`config.mk`:
```
export PLATFORM = sky130hd
export DESIGN_NAME = exc_ctrl_flat
export DESIGN_NICKNAME = d
export VERILOG_FILES = /design/src/rtl/exc_ctrl_pkg.sv /design/src/rtl/exc_ctrl_if.sv /design/src/rtl/exc_ctrl_irq_sync.sv /design/src/rtl/exc_ctrl.sv /design/src/flat_wrapper.sv
export SDC_FILE = /design/constraint.sdc
export NUM_CORES = 1
export LEC_CHECK = 0
export ABC_AREA = 0
export BUFFER_PORTS_ARGS = -buffer_cell sky130_fd_sc_hd__buf_2
export CAP_MARGIN = 20
export CELL_PAD_IN_SITES_DETAIL_PLACEMENT = 0
export CELL_PAD_IN_SITES_GLOBAL_PLACEMENT = 1
export CORE_MARGIN = 5
export CORE_UTILIZATION = 26
export CTS_BUF_LIST = sky130_fd_sc_hd__clkbuf_8
export DETAILED_ROUTE_END_ITERATION = 16
export PLACE_DENSITY_LB_ADDON = 0.1
export SYNTH_ARGS = -nofsm -noshare
export SYNTH_HDL_FRONTEND = slang
export SYNTH_SLANG_ARGS = --single-unit
```
`constraint.sdc`:
```
create_clock -name clk -period 2.3 [get_ports clk]
set_input_delay 0.115 -clock clk [delete_from_list [all_inputs] [get_ports clk]]
set_output_delay 0.115 -clock clk [all_outputs]
set_load 0.01 [all_outputs]
```
`src/rtl/exc_ctrl_pkg.sv`:
```
// Shared definitions for the exception controller: ExcCode values,
// the general exception vector and the commit FSM state type.
package exc_ctrl_pkg;

    localparam logic [31:0] EXC_VECTOR = 32'hBFC0_0380;

    localparam logic [4:0] EXC_INT  = 5'h00;
    localparam logic [4:0] EXC_MOD  = 5'h01;
    localparam logic [4:0] EXC_TLBL = 5'h02;
    localparam logic [4:0] EXC_TLBS = 5'h03;
    localparam logic [4:0] EXC_ADEL = 5'h04;
    localparam logic [4:0] EXC_ADES = 5'h05;
    localparam logic [4:0] EXC_SYS  = 5'h08;
    localparam logic [4:0] EXC_BP   = 5'h09;
    localparam logic [4:0] EXC_RI   = 5'h0a;
    localparam logic [4:0] EXC_OV   = 5'h0c;

    typedef enum logic [1:0] {
        IDLE   = 2'd0,
        FLUSH  = 2'd1,
        SETTLE = 2'd2
    } exc_state_t;

    // Only memory-address faults carry a meaningful faulting address.
    function automatic logic exc_sets_badvaddr(input logic [4:0] code);
        logic hit;
        case (code)
            EXC_ADEL, EXC_ADES, EXC_MOD, EXC_TLBL, EXC_TLBS: hit = 1'b1;
            default:                                        hit = 1'b0;
        endcase
        return hit;
    endfunction

endpackage

```
`src/rtl/exc_ctrl_if.sv`:
```
// WB-stage exception bus: WB instruction attributes, flush/redirect
// handshake and the CP0 commit strobes.
interface exc_ctrl_if;

    logic        WB_Valid;
    logic        WB_ExcValid;
    logic [4:0]  WB_ExcCode;
    logic        WB_IsEret;
    logic [31:0] WB_PC;
    logic [31:0] WB_ALUOut;
    logic        WB_IsInDelaySlot;
    logic        Flush_Ack;

    logic        Flush_Req;
    logic [31:0] Redirect_PC;
    logic        WB_Kill;
    logic        Exc_We;
    logic [31:0] Exc_EPC;
    logic        Exc_BD;
    logic [4:0]  Exc_Code;
    logic        BadVAddr_We;
    logic        Eret_We;

    modport master (
        output WB_Valid, WB_ExcValid, WB_ExcCode, WB_IsEret, WB_PC,
               WB_ALUOut, WB_IsInDelaySlot, Flush_Ack,
        input  Flush_Req, Redirect_PC, WB_Kill, Exc_We, Exc_EPC, Exc_BD,
               Exc_Code, BadVAddr_We, Eret_We
    );

    modport slave (
        input  WB_Valid, WB_ExcValid, WB_ExcCode, WB_IsEret, WB_PC,
               WB_ALUOut, WB_IsInDelaySlot, Flush_Ack,
        output Flush_Req, Redirect_PC, WB_Kill, Exc_We, Exc_EPC, Exc_BD,
               Exc_Code, BadVAddr_We, Eret_We
    );

endinterface

```
`src/rtl/exc_ctrl_irq_sync.sv`:
```
// Multi-bit flop synchronizer for asynchronous interrupt lines, with a
// synchronous active-low clear.
module irq_sync #(
    parameter int WIDTH  = 6,
    parameter int STAGES = 2
) (
    input  logic             clk,
    input  logic             clr_n_i,
    input  logic [WIDTH-1:0] d_i,
    output logic [WIDTH-1:0] q_o
);

    logic [WIDTH-1:0] sync_q [STAGES];

    // Shift chain; each line is synchronized independently.
    always_ff @(posedge clk) begin
        if (!clr_n_i) begin
            for (int i = 0; i < STAGES; i++) begin
                sync_q[i] <= '0;
            end
        end else begin
            sync_q[0] <= d_i;
            for (int i = 1; i < STAGES; i++) begin
                sync_q[i] <= sync_q[i-1];
            end
        end
    end

    assign q_o = sync_q[STAGES-1];

endmodule

```
`src/rtl/exc_ctrl.sv`:
```
// Precise-exception / interrupt controller between WB and CP0: arbitrates
// interrupts, WB exceptions and ERET, then runs the flush/redirect handshake.
module exc_ctrl #(
    parameter logic [31:0] EXC_VECTOR  = exc_ctrl_pkg::EXC_VECTOR,
    parameter int          SYNC_STAGES = 2
) (
    input  logic        clk,
    input  logic        rst,
    input  logic [5:0]  Interrupt,
    input  logic        TimerInt,
    input  logic        Status_IE,
    input  logic        Status_EXL,
    input  logic [7:0]  Status_IM,
    input  logic [1:0]  Cause_IP_sw,
    input  logic [31:0] CP0_EPC,
    output logic [5:0]  Cause_IP_hw,
    exc_ctrl_if.slave   bus
);

    import exc_ctrl_pkg::*;

    logic [5:0]  irq_sync_q;
    exc_state_t  state_q;
    logic        flush_req_q;
    logic [31:0] redirect_q;

    logic        in_idle;
    logic        int_pending;
    logic        commit_int;
    logic        commit_exc;
    logic        commit_eret;
    logic        exc_commit;

    irq_sync #(
        .WIDTH  (6),
        .STAGES (SYNC_STAGES)
    ) u_irq_sync (
        .clk     (clk),
        .clr_n_i (rst),
        .d_i     (Interrupt),
        .q_o     (irq_sync_q)
    );

    // Timer shares IP7 with HW5.
    assign Cause_IP_hw = {irq_sync_q[5] | TimerInt, irq_sync_q[4:0]};

    // Commit arbitration: interrupt > WB exception > ERET, only from IDLE.
    always_comb begin
        in_idle     = (state_q == IDLE);
        int_pending = Status_IE & ~Status_EXL &
                      (|({Cause_IP_hw, Cause_IP_sw} & Status_IM));
        commit_int  = 1'b0;
        commit_exc  = 1'b0;
        commit_eret = 1'b0;
        if (rst && in_idle && bus.WB_Valid) begin
            if (int_pending) begin
                commit_int = 1'b1;
            end else if (bus.WB_ExcValid) begin
                commit_exc = 1'b1;
            end else begin
                commit_eret = bus.WB_IsEret;
            end
        end else begin
            commit_int = 1'b0;
        end
        exc_commit = commit_int | commit_exc;
    end

    // CP0 strobes are combinational in the commit cycle; data fields are
    // forced to zero whenever no exception is being written.
    always_comb begin
        bus.Exc_We      = exc_commit;
        bus.Eret_We     = commit_eret;
        bus.BadVAddr_We = commit_exc & exc_sets_badvaddr(bus.WB_ExcCode);
        bus.WB_Kill     = rst & bus.WB_Valid &
                          (~in_idle | exc_commit | commit_eret);
        if (exc_commit) begin
            bus.Exc_BD   = bus.WB_IsInDelaySlot;
            bus.Exc_EPC  = bus.WB_IsInDelaySlot ? (bus.WB_PC - 32'd4) : bus.WB_PC;
            bus.Exc_Code = commit_int ? EXC_INT : bus.WB_ExcCode;
        end else begin
            bus.Exc_BD   = 1'b0;
            bus.Exc_EPC  = 32'd0;
            bus.Exc_Code = 5'd0;
        end
    end

    assign bus.Flush_Req   = flush_req_q;
    assign bus.Redirect_PC = redirect_q;

    // Commit FSM: IDLE -> FLUSH (until Flush_Ack) -> SETTLE (one cycle) -> IDLE.
    always_ff @(posedge clk) begin
        if (!rst) begin
            state_q     <= IDLE;
            flush_req_q <= 1'b0;
            redirect_q  <= EXC_VECTOR;
        end else begin
            case (state_q)
                IDLE: begin
                    if (exc_commit || commit_eret) begin
                        state_q     <= FLUSH;
                        flush_req_q <= 1'b1;
                        redirect_q  <= commit_eret ? CP0_EPC : EXC_VECTOR;
                    end else begin
                        state_q     <= IDLE;
                        flush_req_q <= 1'b0;
                    end
                end
                FLUSH: begin
                    if (bus.Flush_Ack) begin
                        state_q     <= SETTLE;
                        flush_req_q <= 1'b0;
                    end else begin
                        state_q     <= FLUSH;
                        flush_req_q <= 1'b1;
                    end
                end
                SETTLE: begin
                    state_q     <= IDLE;
                    flush_req_q <= 1'b0;
                end
                default: begin
                    state_q     <= IDLE;
                    flush_req_q <= 1'b0;
                end
            endcase
        end
    end

endmodule

```
`src/flat_wrapper.sv`:
```
// flat-port wrapper written by rule: the top's interface ports become plain ports
module exc_ctrl_flat import exc_ctrl_pkg::*;
#(
    parameter logic [31:0] EXC_VECTOR  = exc_ctrl_pkg::EXC_VECTOR,
    parameter int          SYNC_STAGES = 2
)
  (clk, rst, Interrupt, TimerInt, Status_IE, Status_EXL, Status_IM, Cause_IP_sw, CP0_EPC, Cause_IP_hw, bus_WB_Valid, bus_WB_ExcValid, bus_WB_ExcCode, bus_WB_IsEret, bus_WB_PC, bus_WB_ALUOut, bus_WB_IsInDelaySlot, bus_Flush_Ack, bus_Flush_Req, bus_Redirect_PC, bus_WB_Kill, bus_Exc_We, bus_Exc_EPC, bus_Exc_BD, bus_Exc_Code, bus_BadVAddr_We, bus_Eret_We);
  exc_ctrl_if bus_i ();
  input  logic clk;
  input  logic rst;
  input  logic [5:0] Interrupt;
  input  logic TimerInt;
  input  logic Status_IE;
  input  logic Status_EXL;
  input  logic [7:0] Status_IM;
  input  logic [1:0] Cause_IP_sw;
  input  logic [31:0] CP0_EPC;
  output logic [5:0] Cause_IP_hw;
  input wire logic [$bits(bus_i.WB_Valid)-1:0] bus_WB_Valid;
  input wire logic [$bits(bus_i.WB_ExcValid)-1:0] bus_WB_ExcValid;
  input wire logic [$bits(bus_i.WB_ExcCode)-1:0] bus_WB_ExcCode;
  input wire logic [$bits(bus_i.WB_IsEret)-1:0] bus_WB_IsEret;
  input wire logic [$bits(bus_i.WB_PC)-1:0] bus_WB_PC;
  input wire logic [$bits(bus_i.WB_ALUOut)-1:0] bus_WB_ALUOut;
  input wire logic [$bits(bus_i.WB_IsInDelaySlot)-1:0] bus_WB_IsInDelaySlot;
  input wire logic [$bits(bus_i.Flush_Ack)-1:0] bus_Flush_Ack;
  output wire logic [$bits(bus_i.Flush_Req)-1:0] bus_Flush_Req;
  output wire logic [$bits(bus_i.Redirect_PC)-1:0] bus_Redirect_PC;
  output wire logic [$bits(bus_i.WB_Kill)-1:0] bus_WB_Kill;
  output wire logic [$bits(bus_i.Exc_We)-1:0] bus_Exc_We;
  output wire logic [$bits(bus_i.Exc_EPC)-1:0] bus_Exc_EPC;
  output wire logic [$bits(bus_i.Exc_BD)-1:0] bus_Exc_BD;
  output wire logic [$bits(bus_i.Exc_Code)-1:0] bus_Exc_Code;
  output wire logic [$bits(bus_i.BadVAddr_We)-1:0] bus_BadVAddr_We;
  output wire logic [$bits(bus_i.Eret_We)-1:0] bus_Eret_We;
  assign bus_i.WB_Valid = bus_WB_Valid;
  assign bus_i.WB_ExcValid = bus_WB_ExcValid;
  assign bus_i.WB_ExcCode = bus_WB_ExcCode;
  assign bus_i.WB_IsEret = bus_WB_IsEret;
  assign bus_i.WB_PC = bus_WB_PC;
  assign bus_i.WB_ALUOut = bus_WB_ALUOut;
  assign bus_i.WB_IsInDelaySlot = bus_WB_IsInDelaySlot;
  assign bus_i.Flush_Ack = bus_Flush_Ack;
  assign bus_Flush_Req = bus_i.Flush_Req;
  assign bus_Redirect_PC = bus_i.Redirect_PC;
  assign bus_WB_Kill = bus_i.WB_Kill;
  assign bus_Exc_We = bus_i.Exc_We;
  assign bus_Exc_EPC = bus_i.Exc_EPC;
  assign bus_Exc_BD = bus_i.Exc_BD;
  assign bus_Exc_Code = bus_i.Exc_Code;
  assign bus_BadVAddr_We = bus_i.BadVAddr_We;
  assign bus_Eret_We = bus_i.Eret_We;
  exc_ctrl #(.EXC_VECTOR(EXC_VECTOR), .SYNC_STAGES(SYNC_STAGES)) u_core (.clk(clk), .rst(rst), .Interrupt(Interrupt), .TimerInt(TimerInt), .Status_IE(Status_IE), .Status_EXL(Status_EXL), .Status_IM(Status_IM), .Cause_IP_sw(Cause_IP_sw), .CP0_EPC(CP0_EPC), .Cause_IP_hw(Cause_IP_hw), .bus(bus_i));
endmodule
```
==> results of run 1 <==
power groups by stage:
stage	sequential, mW	combinational, mW	clock, mW
after floorplan	0.855	0.163	0
after global placement	0.849	0.344	0
after detailed placement	0.849	0.347	0
after CTS	0.831	0.349	0.628
after global routing	0.834	0.381	0.657
final	0.831	0.342	0.604
cells in the final DEF (no fill, tap or decap), drive strengths merged, types with 2 or more instances in the layout:
| master | n |
|---|---|
| nand3b | 2 |
| a22oi | 20 |
| nand2 | 23 |
| nor3 | 8 |
| nor4 | 19 |
| xor2 | 2 |
| nand2b | 3 |
| inv | 9 |
| dfxtp | 46 |
| nor2 | 45 |
| xnor2 | 26 |
| a211oi | 2 |
| o22ai | 12 |
| and2 | 17 |
| a21oi | 4 |
| or3 | 3 |
| or2 | 3 |
| buf | 185 |
| nor2b | 20 |
| nand3 | 2 |
| clkbuf | 6 |
how the worst max path moves through the flow:
stage / start / end / slack [ns] / cells past startpoint
2_1_floorplan: u_core.u_irq_sync.sync_q[0][6] / bus_Exc_EPC[15] / 0.50 / 6
3_3_place_gp: bus_WB_PC[14] / bus_Exc_EPC[31] / 0.29 / 7
3_5_place_dp: bus_WB_PC[14] / bus_Exc_EPC[21] / 0.30 / 7
4_1_cts: u_core.u_irq_sync.sync_q[0][6] / bus_Exc_EPC[5] / 0.15 / 7
5_1_grt: u_core.u_irq_sync.sync_q[0][6] / bus_Exc_EPC[5] / 0.1 / 7
6_report: u_core.u_irq_sync.sync_q[0][6] / bus_Exc_EPC[11] / 0.22 / 7
critical path, delay by kind of cell, from the launching register on:
kind / cells / cell delay [ns]
DFF: 1 / 0.32
AOI/OAI and AO/OA: 3 / 0.61
buffers and inverters: 2 / 0.35
and+or+nand+nor: 2 / 0.36
final cells by class:
cell class | instances | area [sq um]
Fill cell | 1067 | 5969
Multi-Input combinational cell | 230 | 1473
Timing Repair Buffer | 185 | 963.4
Sequential cell | 46 | 920.9
Tap cell | 133 | 166.4
Clock buffer | 6 | 82.58
Inverter | 9 | 33.78
Clock inverter | 1 | 30.03
flip-flops by register name, summed over array words and instances, names as in the netlist:
name                      flops
u_core.bus.Redirect_PC       32
u_core.state_q                2
u_core.u_irq_sync.sync_q     12
metal layers:
layer | wire, microns | share of wire (%)
met1 | 3501 | 43
met2 | 3705 | 46
met3 | 792 | 9.8
met4 | 104 | 1.3
met5 | 0 | 0
kinds of logic after synthesis:
kind of cell    after synthesis  synth area share (%)
compound gates               48                 13.42
simple gates                153                 34.34
buf+inv                      32                 5.772
xor+xnor                     28                 9.670
fa+ha+maj                     1                0.4933
flops                        46                 36.31
==> impl_results.md, run 1 <==
* Number of endpoints failing setup at the final stage at 0
* Final core area utilization at 38.07%
* Maximum fanout count along the critical path at 34
* Post-CTS setup repair buffer count at 0
* Total power divided by cell area at 484.1 nW/um^2
* Data arrival time at the worst-slack endpoint at 1.96 ns
* Sequential share of the synthesized area at 36.31%
* Most common cell in the synthesized netlist: sky130_fd_sc_hd__dfxtp_1
* Gate count after technology mapping at 308
* Power after layout at 1.777 mW
* Pin slew with the least headroom to its limit at 0.3819 ns
* Final worst clock skew at 0.009009 ns
* Nets in the synthesized netlist at 436
* Setup WS post-layout at 0.2212 ns
* Initial core utilization at 26.31%
* Overall overflow remaining after global route at 0
* Antenna violations before repair at 0
* Busiest grt layer: met2
* First-pass GRT wire length at 12,340 microns
* Clock insertion delay at the later pin of the skew report at 0.29 ns
* Total Nets Final at 605
* Final Slew Violations at 0
* Number of standard-cell rows in the floorplan at 36
* Cell Int Power at 1.332 mW
* PostCTS Resize Cnt at 0
* Routing usage on met1 at 14.87%
* Final TNS setup at 0 ns
* Met3 routing resource usage after global routing at 4.440%
* F_max at 481.0 MHz
* Count of port buffers added during placement at 175
* Combinational power share at 19.3%
* Number of global-route vias before repair at 2,650
* Ordered list of cells on the worst path: a222oi_1 -> and3_1 -> a21oi_1 -> o21ai_2 -> buf_12 -> nor2_1 -> buf_2
* Mean Syn Cell Area at 8.234 sq um
* Synth cell types at 45
* Yosys top cell area share at 36.31%
* Number of buffers on the longest clock path at 2
* Routability Congestion at 0.7921
* Category of the worst setup path capture point: output pin
* Register-to-register setup slack at 0.55 ns
* Share of post-route cells with drive strength above 1 at 45.07%
* Max_cap viols at 0
* Count of cells along the worst hold path at 2
* Met2 global-route usage at 22.07%
* Reg2Reg Capture Point: u_core.bus.Redirect_PC[2]
* Clock network power share at 34.0%
* Inst Count DP at 603
* Leakage at 1.628 nW
* Critical Path Source Type: flip-flop
* DRC errors left at 0
* Count of flip-flops with a built-in enable after synthesis at 0
* H-tree depth at 2
* Placeable core region at 9639 sq um
* Run status: complete, no violations
* Pre-antenna DRT Iters at 4
* Launch instance of the worst register-to-register path: u_core.u_irq_sync.sync_q[0][6]
* Shortest period the worst path allows at 2.079 ns
* Antenna-violating nets left at 0
* Netlist area before placement at 2536 sq um
* Cell taking the most area after synthesis: sky130_fd_sc_hd__dfxtp_1
* Max-slew headroom at 74.50%
* Switch Pwr at 444.2 uW
* Detail-routed net length per standard cell at 13.29 microns
* DR iter-0 viols at 144
* Total cell area at the placement stage at 3557 sq um
* Ports at 208
* Number of antenna cells inserted at 0
* Global-route usage over all layers at 12.87%
* Post-synthesis async set-or-reset flop share at 0%
* Pre-CTS WS at 0.2974 ns
* Hold path start: Interrupt[5]
* TritonCTS clock tree: yes
* Die footprint at 11,830 sq um
* Post-Layout Inst Area at 3670 sq um
* Worst reg2reg path depth at 6
* Maximum number of pins on one net before global-route repair at 38
* Vias after detailed routing at 2,708
* Data required time at the worst endpoint at 2.18 ns
* Slowest library cell on the worst path: sky130_fd_sc_hd__dfxtp_1
* Overall die height at 108.8 microns
* Most frequent cells after synthesis: sky130_fd_sc_hd__dfxtp_1 (46), sky130_fd_sc_hd__nor2_1 (39), sky130_fd_sc_hd__xnor2_1 (26)
* Number of warning messages in the yosys log at 0
* Hold buffer count at CTS at 0
* Clock transition time at the flip-flop clock pins of the worst setup and hold paths at 0.09 ns
* Finished Layout Cells at 610
* Layout Area Growth over Synthesis at 44.70%
* RSZ-0062 raised after global routing: no
* Num CTS Buffers at 5
* Number of clock sinks at 46
* Startpoint-to-endpoint class of the critical path: flip-flop to output pin
* CTS Root Buffer Type: sky130_fd_sc_hd__clkbuf_8
* Worst path max stage delay at 0.32 ns
* Horizontal die dimension at 108.8 microns
* Maximum vdd drop at 392.4 uV
* Fraction of power consumed by sequential logic at 46.7%
* Fin crit share at 90.38%
* Post-synth top flop: sky130_fd_sc_hd__dfxtp_1
* Via-per-instance ratio at 4.439
* Flop and latch count out of synthesis at 46
* Min-delay worst type: primary input to flip-flop
* Final WL at 8104 microns
* Sw Share at 25.00%
* Biggest area contributors in the synthesized netlist: sky130_fd_sc_hd__dfxtp_1 (36%), sky130_fd_sc_hd__xnor2_1 (9.0%), sky130_fd_sc_hd__a22oi_1 (5.9%)
* Number of hold violations in the final report at 0
* Min-Delay Endpoint: u_core.u_irq_sync.sync_q[0][5]
* Detailed placer's ending HPWL at 6369 microns
* Hold Worst Slack at 0.02466 ns
(Power assumes the default switching activity.)
==> run 2: changes to the inputs <==
--- a/config.mk
+++ b/config.mk
@@ -14,6 +14,7 @@
 export CORE_UTILIZATION = 26
 export CTS_BUF_LIST = sky130_fd_sc_hd__clkbuf_8
 export DETAILED_ROUTE_END_ITERATION = 16
+export HOLD_SLACK_MARGIN = 0.15
 export PLACE_DENSITY_LB_ADDON = 0.1
 export SYNTH_ARGS = -nofsm -noshare
 export SYNTH_HDL_FRONTEND = slang
==> run 2 against run 1 <==
  * Sequential share of layout area fell by 2.4 points
  * Non-clock buffer count rose by 39
  * Die area did not move
  * Critical endpoint unchanged
  * Largest power group unchanged
  * Highest routed layer unchanged
==> impl_results.md, run 2 (synthesis results as in run 1) <==
* DRC errors left at 0
* Post-CTS setup repair buffer count at 0
* Number of standard-cell rows in the floorplan at 36
* Count of filler cells inserted in the layout at 1,028
* Num CTS Buffers at 5
* Final worst clock skew at 0.006555 ns
* Critical Path Source Type: flip-flop
* Number of antenna cells inserted at 0
* Final TNS setup at 0 ns
* Global-route usage over all layers at 13.61%
* Pin slew with the least headroom to its limit at 0.3734 ns
* Combinational power share at 21.6%
* Maximum vdd drop at 390.4 uV
* Register-to-register setup slack at 0.53 ns
* Leading cell type in the layout, fill and taps excluded: sky130_fd_sc_hd__buf_2
* TritonCTS clock tree: yes
* PostCTS Resize Cnt at 0
* Startpoint-to-endpoint class of the critical path: flip-flop to output pin
* H-tree depth at 2
* Layout Area Growth over Synthesis at 60.09%
* Clock transition time at the flip-flop clock pins of the worst setup and hold paths at 0.08 ns
* Sw Share at 24.72%
* Min-delay worst type: primary input to flip-flop
* Worst reg2reg path depth at 6
* Shortest period the worst path allows at 2.079 ns
* Number of buffers on the longest clock path at 2
* Data arrival time at the worst-slack endpoint at 1.96 ns
* Ports at 208
* Count of cells along the worst hold path at 2
* Reg2Reg Capture Point: u_core.bus.Redirect_PC[20]
* Vias after detailed routing at 2,870
* Count of port buffers added during placement at 175
* Routability Congestion at 0.7921
* Leakage at 1.790 nW
* Final core area utilization at 42.12%
* Run status: complete, no violations
* Antenna-violating nets left at 0
* Total power divided by cell area at 450.0 nW/um^2
* Category of the worst setup path capture point: output pin
* First-pass GRT wire length at 13,160 microns
* Number of global-route vias before repair at 2,842
* RSZ-0062 raised after global routing: no
* Total cell area at the placement stage at 3557 sq um
* Number of clock sinks at 46
* Placeable core region at 9639 sq um
* Final Slew Violations at 0
* Largest register FFs at 32
* Switch Pwr at 451.6 uW
* Overall overflow remaining after global route at 0
* Total Nets Final at 644
* Horizontal die dimension at 108.8 microns
* Detail-routed net length per standard cell at 13.01 microns
* Most used cells in the layout excluding fill and tap cells: sky130_fd_sc_hd__buf_2 (175), sky130_fd_sc_hd__dfxtp_1 (46), sky130_fd_sc_hd__nor2_1 (39), sky130_fd_sc_hd__dlygate4sd3_1 (39), sky130_fd_sc_hd__xnor2_1 (26)
* Overall die height at 108.8 microns
* Fin crit share at 90.40%
* Fraction of power consumed by sequential logic at 45.5%
* Antenna violations before repair at 0
* Maximum fanout count along the critical path at 34
* Detailed placer's ending HPWL at 6369 microns
* Number of endpoints failing setup at the final stage at 0
* Power after layout at 1.827 mW
* Max-slew headroom at 75.07%
* Hold path start: rst
* Launch instance of the worst register-to-register path: u_core.u_irq_sync.sync_q[0][6]
* Initial core utilization at 26.31%
* Die footprint at 11,830 sq um
* CTS Root Buffer Type: sky130_fd_sc_hd__clkbuf_8
* Final WL at 8445 microns
* F_max at 481.0 MHz
* Max_cap viols at 0
* Share of post-route cells with drive strength above 1 at 41.67%
* DR iter-0 viols at 121
* Cell Int Power at 1.375 mW
* Maximum number of pins on one net before global-route repair at 38
* Min-Delay Endpoint: u_core.bus.Redirect_PC[10]
* Post-Layout Inst Area at 4060 sq um
* Data required time at the worst endpoint at 2.18 ns
* Pre-antenna DRT Iters at 4
* Hold Worst Slack at 0.1793 ns
* Clock network power share at 32.9%
* Clock insertion delay at the later pin of the skew report at 0.29 ns
* Via-per-instance ratio at 4.422
* Number of hold violations in the final report at 0
run 2: cell type report:
type	count	area (sq um)	share of cell area [%]
Clock buffer	6	82.58	2.034
Clock inverter	1	30.03	0.7396
Timing Repair Buffer	224	1354	33.34
Multi-Input combinational cell	230	1473	36.27
Sequential cell	46	920.9	22.68
Inverter	9	33.78	0.8321
Tap cell	133	166.4	4.099
run 2: timing repair:
item,CTS,global route
hold buffers,39,0
endpoints found under the setup margin,0,0
hold endpoints to repair,40,0
run 2: critical path, cell delays in order, from the launching register on:
cell                       delay [ns]
sky130_fd_sc_hd__dfxtp_1         0.32
sky130_fd_sc_hd__a222oi_1        0.31
sky130_fd_sc_hd__and3_1          0.29
sky130_fd_sc_hd__a21oi_1         0.13
sky130_fd_sc_hd__o21ai_2         0.17
sky130_fd_sc_hd__buf_12          0.21
sky130_fd_sc_hd__nor2_1          0.07
sky130_fd_sc_hd__buf_2           0.14
run 2: worst max-delay path by stage:
| stage | from | end | slack (ns) | cells after the start |
|---|---|---|---|---|
| 2_1_floorplan | u_core.u_irq_sync.sync_q[0][6] | bus_Exc_EPC[15] | 0.50 | 6 |
| 3_3_place_gp | bus_WB_PC[14] | bus_Exc_EPC[31] | 0.29 | 7 |
| 3_5_place_dp | bus_WB_PC[14] | bus_Exc_EPC[21] | 0.30 | 7 |
| 4_1_cts | u_core.u_irq_sync.sync_q[0][6] | bus_Exc_EPC[5] | 0.15 | 7 |
| 5_1_grt | u_core.u_irq_sync.sync_q[0][6] | bus_Exc_EPC[5] | 0.1 | 7 |
| 6_report | u_core.u_irq_sync.sync_q[0][6] | bus_Exc_EPC[11] | 0.22 | 7 |
run 2: power by group through the flow:
| stage | Combinational [mW] | Sequential [mW] | Clock (mW) |
|---|---|---|---|
| final | 0.395 | 0.831 | 0.602 |
| after global routing | 0.438 | 0.834 | 0.653 |
| after CTS | 0.400 | 0.831 | 0.628 |
| after detailed placement | 0.347 | 0.849 | 0 |
| after global placement | 0.344 | 0.849 | 0 |
| after floorplan | 0.163 | 0.855 | 0 |
run 2: per-stage QoR:
stage          std cells  worst slack (ns)
2_1_floorplan        308            0.4990
3_5_place_dp         603            0.2974
5_1_grt              649           0.09974
6_report             649            0.2208
4_1_cts              649            0.1482
3_3_place_gp         603            0.2913
run 2: per-layer routing:
| metal | vias to the layer above | part of all wire, % | track usage (%) |
|---|---|---|---|
| met5 | - | 0 | 0 |
| met4 | 0 | 1.2 | 4.509 |
| met3 | 8 | 9.6 | 4.026 |
| met2 | 118 | 47 | 24.10 |
| met1 | 1266 | 42 | 15.63 |
| li1 | 1478 | - | - |
==> run 3: changes to the inputs <==
--- a/config.mk
+++ b/config.mk
@@ -11,11 +11,11 @@
 export CELL_PAD_IN_SITES_DETAIL_PLACEMENT = 0
 export CELL_PAD_IN_SITES_GLOBAL_PLACEMENT = 1
 export CORE_MARGIN = 5
-export CORE_UTILIZATION = 26
+export CORE_UTILIZATION = 29
 export CTS_BUF_LIST = sky130_fd_sc_hd__clkbuf_8
 export DETAILED_ROUTE_END_ITERATION = 16
 export HOLD_SLACK_MARGIN = 0.15
-export PLACE_DENSITY_LB_ADDON = 0.1
+export PLACE_DENSITY_LB_ADDON = 0.25
 export SYNTH_ARGS = -nofsm -noshare
 export SYNTH_HDL_FRONTEND = slang
 export SYNTH_SLANG_ARGS = --single-unit
==> constraint.sdc (replaced) <==
create_clock -name clk -period 2.46 [get_ports clk]
set_input_delay 0.123 -clock clk [delete_from_list [all_inputs] [get_ports clk]]
set_output_delay 0.123 -clock clk [all_outputs]
set_load 0.01 [all_outputs]
==> run 3 against run 2 <==
  * Non-clock buffer count fell by 5
  * Core utilization rose by 3.5 points
  * Via count rose by 0.35%
  * First-iteration DRC count fell by 42%
  * Critical path depth did not move
  * Clock power fell by 31%
  * Total power fell by 15%
  * Count of clock-buffer cells in the layout fell by 1
  * Worst setup slack improved by 0.052 ns
  * Sequential power fell by 6.5%
  * Critical endpoint is now bus_Exc_EPC[8]
==> impl_results.md, run 3 (synthesis results as in run 1) <==
* Vias after detailed routing at 2,880
* Detailed placer's ending HPWL at 6112 microns
* Min-delay worst type: primary input to flip-flop
* Worst path max stage delay at 0.36 ns
* DRC errors left at 0
* Via-per-instance ratio at 4.653
* Most used cells in the layout excluding fill and tap cells: sky130_fd_sc_hd__buf_2 (175), sky130_fd_sc_hd__dfxtp_1 (46), sky130_fd_sc_hd__nor2_1 (39), sky130_fd_sc_hd__dlygate4sd3_1 (39), sky130_fd_sc_hd__xnor2_1 (26)
* Number of buffers on the longest clock path at 2
* Power after layout at 1.553 mW
* Number of global-route vias before repair at 2,851
* Leakage at 1.751 nW
* Ordered list of cells on the worst path: a222oi_1 -> and3_1 -> a21oi_1 -> o21ai_2 -> buf_4 -> nor2_1 -> buf_2
* Max_cap viols at 0
* Final worst clock skew at 0.004202 ns
* Number of antenna cells inserted at 0
* Count of filler cells inserted in the layout at 837
* Number of endpoints failing setup at the final stage at 0
* Total cell area at the placement stage at 3468 sq um
* Final WL at 8214 microns
* Routability Congestion at 0.7029
* Area of the multi-input gates at 1473 sq um
* First-pass GRT wire length at 13,330 microns
* Maximum number of pins on one net before global-route repair at 48
* Timing startpoint of the critical path: u_core.u_irq_sync.sync_q[0][6]
* Detail-routed net length per standard cell at 13.27 microns
* Category of the worst setup path capture point: output pin
* Num CTS Buffers at 5
* Antenna-violating nets left at 0
* Die footprint at 10,720 sq um
* Pin slew with the least headroom to its limit at 0.6346 ns
* Overall overflow remaining after global route at 0
* Max-slew headroom at 57.59%
* Hold path start: rst
* Data arrival time at the worst-slack endpoint at 2.06 ns
* Slowest library cell on the worst path: sky130_fd_sc_hd__buf_4
* Total power divided by cell area at 394.0 nW/um^2
* Clock transition time at the flip-flop clock pins of the worst setup and hold paths at 0.08 ns
* Post-CTS setup repair buffer count at 0
* Largest register FFs at 32
* Initial core utilization at 29.37%
* Ports at 208
* PostCTS Resize Cnt at 0
* Shortest period the worst path allows at 2.187 ns
* F_max at 457.2 MHz
* Data required time at the worst endpoint at 2.34 ns
* Count of port buffers added during placement at 175
* Post-Layout Inst Area at 3943 sq um
* Clock insertion delay at the later pin of the skew report at 0.28 ns
* Run status: complete, no violations
* Leading cell type in the layout, fill and taps excluded: sky130_fd_sc_hd__buf_2
* Antenna violations before repair at 0
* Fin crit share at 88.91%
* Overall die height at 103.5 microns
* Maximum vdd drop at 314.3 uV
* Layout Area Growth over Synthesis at 55.45%
* H-tree depth at 2
* Final TNS setup at 0 ns
* DR iter-0 viols at 70
* Maximum fanout count along the critical path at 34
* Placeable core region at 8636 sq um
* Final Slew Violations at 0
* Number of standard-cell rows in the floorplan at 34
* Critical Path Source Type: flip-flop
* Share of post-route cells with drive strength above 1 at 40.70%
* Global-route usage over all layers at 14.48%
* Footprint of the flip-flops and latches at 920.9 sq um
* RSZ-0062 raised after global routing: no
* Launch instance of the worst register-to-register path: u_core.u_irq_sync.sync_q[0][6]
* Number of clock sinks at 46
* Horizontal die dimension at 103.5 microns
* TritonCTS clock tree: yes
* Total Nets Final at 639
* Startpoint-to-endpoint class of the critical path: flip-flop to output pin
* CTS Root Buffer Type: sky130_fd_sc_hd__clkbuf_8
* Pre-antenna DRT Iters at 4
* Number of hold violations in the final report at 0
-- run 3: cell count changes in the layout (fill, tap and decap cells not counted) --
cell,before,now
sky130_fd_sc_hd__buf_12,1,0
sky130_fd_sc_hd__clkbuf_8,6,5
sky130_fd_sc_hd__bufinv_16,1,0
sky130_fd_sc_hd__buf_4,9,5
sky130_fd_sc_hd__inv_1,7,9
-- run 3: final cells by class --
| type | instances | share of cell area [%] |
|---|---|---|
| Multi-Input combinational cell | 230 | 37.35 |
| Timing Repair Buffer | 219 | 33.07 |
| Sequential cell | 46 | 23.36 |
| Tap cell | 108 | 3.427 |
| Clock buffer | 5 | 1.745 |
| Inverter | 9 | 0.8569 |
| Clock inverter | 2 | 0.1904 |
-- run 3: metrics by stage --
step | hold slack (ns) | utilization [%] | std cells | setup WS, ns
6_report | 0.3235 | 45.65 | 619 | 0.2728
2_1_floorplan | 0.2503 | - | 308 | 0.6510
3_5_place_dp | 0.3350 | 40.16 | 572 | 0.4181
5_1_grt | 0.3326 | 45.65 | 619 | 0.05454
3_3_place_gp | 0.3301 | 40.16 | 572 | 0.4208
4_1_cts | 0.3139 | 45.57 | 618 | 0.1928
-- run 3: worst max-delay path, delay by kind of cell (launching register included) --
family                 cells  cell delay [ns]
AO/OA/AOI/OAI              3             0.54
AND/OR/NAND/NOR            2             0.39
buffers and inverters      2             0.52
flip-flops                 1             0.32
-- run 3: what timing repair did --
action	CTS	global route
hold buffers	39	0
endpoints found under the setup margin	0	0
endpoints found under the hold margin	40	0
-- run 3: final timing paths --
path | end | slack, ns | cells after the start
worst max-delay path | bus_Exc_EPC[8] | 0.27 | 7
worst max register to register | u_core.bus.Redirect_PC[14] | 0.61 | 7
worst min-delay path | u_core.bus.Redirect_PC[29] | 0.32 | 3
worst min register to register | u_core.u_irq_sync.sync_q[0][9] | 0.44 | 1
-- run 3: metal layers --
metal  GRT usage (%)  vias up  share of wire [%]
met1           15.98     1282                 40
met3           5.286        8                 10
met2           25.77      126                 49
met4           4.311        0                1.1
li1                -     1464                  -
met5               0        -                  0
-- run 3: report_power, final --
part / internal (mW) / switching, mW
Combinational: 0.190 / 0.173
Sequential: 0.767 / 0.0104
Clock: 0.188 / 0.227
